## config.mk

```make
export PLATFORM = sky130hd
export DESIGN_NAME = axi4lite_buffer_flat
export DESIGN_NICKNAME = d
export VERILOG_FILES = /design/src/rtl/axi4lite_if.sv /design/src/rtl/axi4lite_buffer.sv /design/src/flat_wrapper.sv
export SDC_FILE = /design/constraint.sdc
export NUM_CORES = 1
export LEC_CHECK = 0
export ABC_AREA = 1
export CAP_MARGIN = 20
export CORE_AREA = 2 2 134 233
export CTS_CLUSTER_SIZE = 8
export DETAILED_ROUTE_END_ITERATION = 7
export DIE_AREA = 0 0 136 235
export HOLD_SLACK_MARGIN = 0.08
export PLACE_DENSITY = 0.66
export SETUP_SLACK_MARGIN = 0.2
export SYNTH_ARGS = -nofsm -noshare
export SYNTH_HDL_FRONTEND = slang
export SYNTH_SLANG_ARGS = --single-unit
```

## constraint.sdc

```tcl
create_clock -name clk -period 4.2 [get_ports clk]
set_input_delay 0.42 -clock clk [delete_from_list [all_inputs] [get_ports clk]]
set_output_delay 0.42 -clock clk [all_outputs]
set_load 0.005 [all_outputs]
```

## src/rtl/axi4lite_if.sv

```systemverilog
// AXI4-Lite channel bundle (no prot/cache fields).
// Parameters: ADDR_W address width, DATA_W data width (STRB_W = DATA_W/8).
// Modports:
//   master - drives AW/W/AR valid+payload and B/R ready
//   slave  - drives AW/W/AR ready and B/R valid+payload
interface axi4lite_if #(
  parameter int ADDR_W = 32,
  parameter int DATA_W = 32
);
  localparam int STRB_W = DATA_W / 8;

  logic              awvalid;
  logic              awready;
  logic [ADDR_W-1:0] awaddr;

  logic              wvalid;
  logic              wready;
  logic [DATA_W-1:0] wdata;
  logic [STRB_W-1:0] wstrb;

  logic              bvalid;
  logic              bready;
  logic [1:0]        bresp;

  logic              arvalid;
  logic              arready;
  logic [ADDR_W-1:0] araddr;

  logic              rvalid;
  logic              rready;
  logic [DATA_W-1:0] rdata;
  logic [1:0]        rresp;

  modport master (
    output awvalid, awaddr, wvalid, wdata, wstrb, bready, arvalid, araddr, rready,
    input  awready, wready, bvalid, bresp, arready, rvalid, rdata, rresp
  );

  modport slave (
    input  awvalid, awaddr, wvalid, wdata, wstrb, bready, arvalid, araddr, rready,
    output awready, wready, bvalid, bresp, arready, rvalid, rdata, rresp
  );
endinterface

```

## src/rtl/axi4lite_buffer.sv

```systemverilog
// AXI4-Lite register slice / skid buffer with outstanding-transaction limiting.
// Each of the five channels (AW, W, AR upstream->downstream; B, R downstream->
// upstream) passes through its own DEPTH-entry FIFO. Input-side readies are
// registered from occupancy so no combinational path crosses the buffer.
// Ports:
//   clk        - sole clock, rising edge
//   rst        - asynchronous, active-high reset
//   s          - upstream slave port (connect to a master)
//   m          - downstream master port (connect to a slave)
//   wr_pending - writes accepted on s.AW still awaiting their s.B handshake
//   rd_pending - reads accepted on s.AR still awaiting their s.R handshake
//   idle       - all FIFOs empty and both pending counters zero
module axi4lite_buffer #(
  parameter  int ADDR_W  = 32,
  parameter  int DATA_W  = 32,
  parameter  int DEPTH   = 2,
  parameter  int MAX_OUT = 4,
  localparam int STRB_W  = DATA_W / 8,
  localparam int CW      = $clog2(MAX_OUT + 1)
) (
  input  logic          clk,
  input  logic          rst,
  axi4lite_if.slave     s,
  axi4lite_if.master    m,
  output logic [CW-1:0] wr_pending,
  output logic [CW-1:0] rd_pending,
  output logic          idle
);

  // Channel index map: 0=AW 1=W 2=AR 3=B 4=R
  localparam int NCH   = 5;
  localparam int PTR_W = $clog2(DEPTH) + 1;

  function automatic int chan_w(input int c);
    case (c)
      0, 2:    return ADDR_W;
      1:       return DATA_W + STRB_W;
      3:       return 2;
      default: return DATA_W + 2;
    endcase
  endfunction

  logic [NCH-1:0] w_in_valid;
  logic [NCH-1:0] w_in_ready;
  logic [NCH-1:0] w_out_valid;
  logic [NCH-1:0] w_out_ready;
  logic [NCH-1:0] w_push;
  logic [NCH-1:0] w_pop;
  logic [NCH-1:0] w_empty;
  logic [NCH-1:0] w_cap_ok;

  logic [CW-1:0]  r_wr_pend;
  logic [CW-1:0]  r_rd_pend;
  logic [CW-1:0]  w_wr_pend_next;
  logic [CW-1:0]  w_rd_pend_next;

  assign w_in_valid  = {m.rvalid, m.bvalid, s.arvalid, s.wvalid, s.awvalid};
  assign w_out_ready = {s.rready, s.bready, m.arready, m.wready, m.awready};

  assign s.awready = w_in_ready[0];
  assign s.wready  = w_in_ready[1];
  assign s.arready = w_in_ready[2];
  assign m.bready  = w_in_ready[3];
  assign m.rready  = w_in_ready[4];

  assign m.awvalid = w_out_valid[0];
  assign m.wvalid  = w_out_valid[1];
  assign m.arvalid = w_out_valid[2];
  assign s.bvalid  = w_out_valid[3];
  assign s.rvalid  = w_out_valid[4];

  assign w_push = w_in_valid & w_in_ready;
  assign w_pop  = w_out_valid & w_out_ready;

  // Pending counters: a simultaneous request accept and response handshake
  // leaves the count unchanged; an orphan response never drives it below 0.
  always_comb begin
    w_wr_pend_next = r_wr_pend;
    if (w_push[0] && !w_pop[3]) begin
      w_wr_pend_next = r_wr_pend + CW'(1);
    end else if (!w_push[0] && w_pop[3] && (r_wr_pend != '0)) begin
      w_wr_pend_next = r_wr_pend - CW'(1);
    end

    w_rd_pend_next = r_rd_pend;
    if (w_push[2] && !w_pop[4]) begin
      w_rd_pend_next = r_rd_pend + CW'(1);
    end else if (!w_push[2] && w_pop[4] && (r_rd_pend != '0)) begin
      w_rd_pend_next = r_rd_pend - CW'(1);
    end
  end

  always_ff @(posedge clk or posedge rst) begin
    if (rst) begin
      r_wr_pend <= '0;
      r_rd_pend <= '0;
    end else begin
      r_wr_pend <= w_wr_pend_next;
      r_rd_pend <= w_rd_pend_next;
    end
  end

  // AW/AR readies additionally close when the next pending count hits the limit.
  assign w_cap_ok = {1'b1, 1'b1, (w_rd_pend_next != CW'(MAX_OUT)),
                     1'b1, (w_wr_pend_next != CW'(MAX_OUT))};

  for (genvar gi = 0; gi < NCH; gi++) begin : g_ch
    localparam int PW = chan_w(gi);

    logic [PW-1:0]    r_mem [DEPTH];
    logic [PTR_W-1:0] r_wptr;
    logic [PTR_W-1:0] r_rptr;
    logic             r_rdy;
    logic [PTR_W-1:0] w_count;
    logic [PTR_W-1:0] w_count_next;
    logic [PW-1:0]    w_din;
    logic [PW-1:0]    w_dout;

    if (gi == 0) begin : g_aw
      assign w_din    = s.awaddr;
      assign m.awaddr = w_dout;
    end else if (gi == 1) begin : g_w
      assign w_din             = {s.wstrb, s.wdata};
      assign {m.wstrb, m.wdata} = w_dout;
    end else if (gi == 2) begin : g_ar
      assign w_din    = s.araddr;
      assign m.araddr = w_dout;
    end else if (gi == 3) begin : g_b
      assign w_din   = m.bresp;
      assign s.bresp = w_dout;
    end else begin : g_r
      assign w_din             = {m.rresp, m.rdata};
      assign {s.rresp, s.rdata} = w_dout;
    end

    // Pointers carry one extra wrap bit, so the difference spans 0..DEPTH.
    assign w_count          = r_wptr - r_rptr;
    assign w_count_next     = w_count + PTR_W'(w_push[gi]) - PTR_W'(w_pop[gi]);
    assign w_empty[gi]      = (r_wptr == r_rptr);
    assign w_out_valid[gi]  = !w_empty[gi];
    assign w_in_ready[gi]   = r_rdy;
    assign w_dout           = r_mem[r_rptr[PTR_W-2:0]];

    always_ff @(posedge clk) begin
      if (w_push[gi]) begin
        r_mem[r_wptr[PTR_W-2:0]] <= w_din;
      end
    end

    always_ff @(posedge clk or posedge rst) begin
      if (rst) begin
        r_wptr <= '0;
        r_rptr <= '0;
        r_rdy  <= 1'b0;
      end else begin
        if (w_push[gi]) begin
          r_wptr <= r_wptr + PTR_W'(1);
        end
        if (w_pop[gi]) begin
          r_rptr <= r_rptr + PTR_W'(1);
        end
        // Ready for the next cycle is decided from the post-update occupancy.
        r_rdy <= (w_count_next != PTR_W'(DEPTH)) && w_cap_ok[gi];
      end
    end
  end

  assign wr_pending = r_wr_pend;
  assign rd_pending = r_rd_pend;
  assign idle       = (&w_empty) && (r_wr_pend == '0) && (r_rd_pend == '0);

endmodule

```

## src/flat_wrapper.sv

```systemverilog
// flat-port wrapper written by rule: the top's interface ports become plain ports
module axi4lite_buffer_flat 
#(
  parameter  int ADDR_W  = 32,
  parameter  int DATA_W  = 32,
  parameter  int DEPTH   = 2,
  parameter  int MAX_OUT = 4,
  localparam int STRB_W  = DATA_W / 8,
  localparam int CW      = $clog2(MAX_OUT + 1)
)
  (clk, rst, wr_pending, rd_pending, idle, s_awvalid, s_awaddr, s_wvalid, s_wdata, s_wstrb, s_bready, s_arvalid, s_araddr, s_rready, s_awready, s_wready, s_bvalid, s_bresp, s_arready, s_rvalid, s_rdata, s_rresp, m_awvalid, m_awaddr, m_wvalid, m_wdata, m_wstrb, m_bready, m_arvalid, m_araddr, m_rready, m_awready, m_wready, m_bvalid, m_bresp, m_arready, m_rvalid, m_rdata, m_rresp);
  axi4lite_if #(.ADDR_W(ADDR_W), .DATA_W(DATA_W)) s_i ();
  axi4lite_if #(.ADDR_W(ADDR_W), .DATA_W(DATA_W)) m_i ();
  input  logic clk;
  input  logic rst;
  output logic [CW-1:0] wr_pending;
  output logic [CW-1:0] rd_pending;
  output logic idle;
  input wire logic [$bits(s_i.awvalid)-1:0] s_awvalid;
  input wire logic [$bits(s_i.awaddr)-1:0] s_awaddr;
  input wire logic [$bits(s_i.wvalid)-1:0] s_wvalid;
  input wire logic [$bits(s_i.wdata)-1:0] s_wdata;
  input wire logic [$bits(s_i.wstrb)-1:0] s_wstrb;
  input wire logic [$bits(s_i.bready)-1:0] s_bready;
  input wire logic [$bits(s_i.arvalid)-1:0] s_arvalid;
  input wire logic [$bits(s_i.araddr)-1:0] s_araddr;
  input wire logic [$bits(s_i.rready)-1:0] s_rready;
  output wire logic [$bits(s_i.awready)-1:0] s_awready;
  output wire logic [$bits(s_i.wready)-1:0] s_wready;
  output wire logic [$bits(s_i.bvalid)-1:0] s_bvalid;
  output wire logic [$bits(s_i.bresp)-1:0] s_bresp;
  output wire logic [$bits(s_i.arready)-1:0] s_arready;
  output wire logic [$bits(s_i.rvalid)-1:0] s_rvalid;
  output wire logic [$bits(s_i.rdata)-1:0] s_rdata;
  output wire logic [$bits(s_i.rresp)-1:0] s_rresp;
  output wire logic [$bits(m_i.awvalid)-1:0] m_awvalid;
  output wire logic [$bits(m_i.awaddr)-1:0] m_awaddr;
  output wire logic [$bits(m_i.wvalid)-1:0] m_wvalid;
  output wire logic [$bits(m_i.wdata)-1:0] m_wdata;
  output wire logic [$bits(m_i.wstrb)-1:0] m_wstrb;
  output wire logic [$bits(m_i.bready)-1:0] m_bready;
  output wire logic [$bits(m_i.arvalid)-1:0] m_arvalid;
  output wire logic [$bits(m_i.araddr)-1:0] m_araddr;
  output wire logic [$bits(m_i.rready)-1:0] m_rready;
  input wire logic [$bits(m_i.awready)-1:0] m_awready;
  input wire logic [$bits(m_i.wready)-1:0] m_wready;
  input wire logic [$bits(m_i.bvalid)-1:0] m_bvalid;
  input wire logic [$bits(m_i.bresp)-1:0] m_bresp;
  input wire logic [$bits(m_i.arready)-1:0] m_arready;
  input wire logic [$bits(m_i.rvalid)-1:0] m_rvalid;
  input wire logic [$bits(m_i.rdata)-1:0] m_rdata;
  input wire logic [$bits(m_i.rresp)-1:0] m_rresp;
  assign s_i.awvalid = s_awvalid;
  assign s_i.awaddr = s_awaddr;
  assign s_i.wvalid = s_wvalid;
  assign s_i.wdata = s_wdata;
  assign s_i.wstrb = s_wstrb;
  assign s_i.bready = s_bready;
  assign s_i.arvalid = s_arvalid;
  assign s_i.araddr = s_araddr;
  assign s_i.rready = s_rready;
  assign s_awready = s_i.awready;
  assign s_wready = s_i.wready;
  assign s_bvalid = s_i.bvalid;
  assign s_bresp = s_i.bresp;
  assign s_arready = s_i.arready;
  assign s_rvalid = s_i.rvalid;
  assign s_rdata = s_i.rdata;
  assign s_rresp = s_i.rresp;
  assign m_awvalid = m_i.awvalid;
  assign m_awaddr = m_i.awaddr;
  assign m_wvalid = m_i.wvalid;
  assign m_wdata = m_i.wdata;
  assign m_wstrb = m_i.wstrb;
  assign m_bready = m_i.bready;
  assign m_arvalid = m_i.arvalid;
  assign m_araddr = m_i.araddr;
  assign m_rready = m_i.rready;
  assign m_i.awready = m_awready;
  assign m_i.wready = m_wready;
  assign m_i.bvalid = m_bvalid;
  assign m_i.bresp = m_bresp;
  assign m_i.arready = m_arready;
  assign m_i.rvalid = m_rvalid;
  assign m_i.rdata = m_rdata;
  assign m_i.rresp = m_rresp;
  axi4lite_buffer #(.ADDR_W(ADDR_W), .DATA_W(DATA_W), .DEPTH(DEPTH), .MAX_OUT(MAX_OUT)) u_core (.clk(clk), .rst(rst), .s(s_i), .m(m_i), .wr_pending(wr_pending), .rd_pending(rd_pending), .idle(idle));
endmodule
```

==> results.toml <==
[drt]
wl_um = 27400
drtAntennaViolNets = 0
vias = 7613
routed_via_density = 4.52
drc = 0
wl_per_cell_um = 16.3
drt_pass1_iterations = 4
drt-initial-drc-count = 410

[yosys]
synth_fp_nets = 1100
async_flop_share = 0.102
syn_area_per_cell_um2 = 12.6
synth_edf_count = 272
yosysUniqueCellTypes = 27
synth_area_leaders = "edfxtp_1, nand2_1, dfrtp_1"
yosysSeqAreaShare = 0.756
synth.most_common_cell = "nand2_1"
synth_seq_cells = 303
synth_area_leader_cell = "edfxtp_1"
ys_top_cells_by_count = "nand2_1, edfxtp_1, inv_1, dfrtp_1, nor2_1"
synth_ff_type = "edfxtp_1"
syn_inst = 936
yosys_warnings = 0
yosysTopAreaCellShare = 0.690
syn_area_mm2 = 0.0118

[placed_design]
hpwl_um = 18600
portBuffers = 300
postPlaceCellArea_mm2 = 0.0153
place_congestion = 0.764

[worst_setup_path]
cpMaxStageDelayCell = "dfrtp_1"
worstSetupPathType = "reg -> out"
max_stage_delay_ps = 690
critical_path_arrival_ps = 2860
startpoint_type = "register"
crit_required_ps = 3780
path_max_fanout = 18
crit_chain = "inv_1 > nand2_1 > nand3_1 > nor2_1 > nand2_1 > nor3_1 > clkdlybuf4s50_1"
endpoint_kind = "output pin"
critPathMostFrequentCell = "nand2_1"

[grt]
grt_max_degree = 39
antenna_found_initial = 1
grtUsageTotal = 0.170
first_global_vias = 7861
grt-ovfl-total = 0
grt_pass1_wl_um = 41300

[cells_and_area]
final_area_mm2 = 0.0166
fin_util = 0.552
drive_gt1_frac = 0.0756
synthToLayoutAreaGrowth_pct = 40.3
finalNetCount = 1427

[timing]
tns_ps = 0
fin_crit_sh = 0.782
slew_viol_final = 0
tightestPinTransition_ps = 1070
hold_violations = 0
fin_crit_ps = 3280
finClkSkew_ps = 13.2
setup_viol = 0
fmax_ghz = 0.305
slew-limit-headroom = 0.285
rsz0062_at_grt = "no"

[clock_network]
cts_setup_buffers = 0
cts_hold_buf = 0
insertion_delay_ps = 530
cts_buffers = 43
htreeDepth = 2
cts_resized = 0
clock_path_buffers = 3
clk_pin_slew_ps = 50
clock-sinks = 303
root_buffer = "clkbuf_16"
tritoncts = "built"

[power]
pwr-share-seq = 0.362
p_switching_w = 0.00385
ir_drop_mv = 0.476
p_comb_frac = 0.377
swShare = 0.318
power_frac_clock = 0.261
cell_internal_pwr_w = 0.00828
power_density_mw_per_mm2 = 731
p_leak_nw = 6.65

[floorplanning]
io_pins = 301
die_w_um = 136
core_area_mm2 = 0.0301
start_util = 0.394
die_h_um = 235
die_area_mm2 = 0.0320
rows = 84

[worst_hold_path]
holdCritPathClass = "in -> async"

[outcome]
outcome = "completed"

[flow_run]
max-cap-violations = 0
==> routing by layer <==
| metal | vias up | wire length, um | GRT usage | share of wire |
|---|---|---|---|---|
| li1 | 3758 | - | - | - |
| met2 | 228 | 15200 | 0.322 | 0.56 |
| met4 | 0 | 1190 | 0.0818 | 0.043 |
| met1 | 3557 | 9500 | 0.168 | 0.35 |
| met3 | 70 | 1460 | 0.0414 | 0.053 |
| met5 | - | 0 | 0 | 0 |
==> worst max-delay path: cells and delay by family, from the launching register on <==
family / cells / cell delay, ps
buffers and inverters: 2 / 930
flip-flops: 1 / 690
AND/OR/NAND/NOR: 5 / 720
==> registers in the layout (all words and copies together) (netlist names) <==
name / flops
u_core.g_ch.r_rptr: 10
u_core.s.arready: 1
u_core.g_ch.r_mem: 272
u_core.s.wready: 1
u_core.m.rready: 1
u_core.wr_pending: 3
u_core.g_ch.r_wptr: 10
u_core.rd_pending: 3
u_core.s.awready: 1
u_core.m.bready: 1
==> cells in the final DEF, fill, tap and decap left out, drive strengths merged <==
| master | instances |
|---|---|
| nand3 | 15 |
| ha | 11 |
| fa | 5 |
| clkinv | 1 |
| o21ai | 1 |
| nand4 | 1 |
| clkdlybuf4s50 | 300 |
| edfxtp | 272 |
| xnor2 | 11 |
| clkbuf | 79 |
| nor2 | 35 |
| a21oi | 1 |
| nor3 | 1 |
| nand2 | 461 |
| xor2 | 20 |
| inv | 41 |
| buf | 11 |
| dfrtp | 31 |
| diode | 1 |
==> final timing paths <==
check,startpoint,endpoint,slack (ps),depth (start not counted)
worst max-delay path,u_core.g_ch[1].r_rptr[0]$_DFFE_PP0P_,idle,920,7
worst min-delay path,rst,u_core.m.bready$_DFF_PP0_,290,3
worst max register to register,u_core.g_ch[1].r_rptr[0]$_DFFE_PP0P_,u_core.s.wready$_DFF_PP0_,1390,11
worst min register to register,u_core.g_ch[2].r_rptr[1]$_DFFE_PP0P_,u_core.g_ch[2].r_rptr[1]$_DFFE_PP0P_,490,1
max in group asynchronous,rst,u_core.g_ch[2].r_wptr[1]$_DFFE_PP0N_,3590,3
min in group clk,s_awaddr[21],u_core.g_ch[0].r_mem[0][21]$_DFFE_PP_,470,1
==> cell type report <==
type / count / area (um^2)
Fill cell: 2515 / 13500
Sequential cell: 303 / 8940
Timing Repair Buffer: 311 / 3100
Multi-Input combinational cell: 562 / 2650
Clock buffer: 79 / 1250
Tap cell: 387 / 484
Inverter: 42 / 165
Antenna cell: 1 / 2.50
==> cells by family after synthesis <==
| family | after synthesis | share of synthesized area |
|---|---|---|
| flops | 303 | 0.756 |
| compound gates | 2 | 0.00116 |
| fa+ha+maj | 16 | 0.0201 |
| simple gates | 513 | 0.176 |
| buf+inv | 71 | 0.0240 |
| xor+xnor | 31 | 0.0229 |
==> power by group through the flow <==
stage	registers (W)	clock network (W)	logic, W
final	0.00439	0.00317	0.00458
after global routing	0.00445	0.00339	0.00509
after CTS	0.00440	0.00325	0.00468
after detailed placement	0.00445	0	0.00465
after global placement	0.00443	0	0.00460
after floorplan	0.00438	0	0.00230
==> stage by stage <==
stage | std cells | total power [W] | hold WS, ps | setup WS (ps)
3_5_place_dp | 1604 | 0.00909 | 478 | 1370
6_report | 1685 | 0.0121 | 287 | 916
2_1_floorplan | 936 | 0.00668 | 462 | 1670
3_3_place_gp | 1604 | 0.00903 | 477 | 1440
4_1_cts | 1683 | 0.0123 | 295 | 890
5_1_grt | 1685 | 0.0129 | 349 | 567
Power figures use the tool's default switching activity.
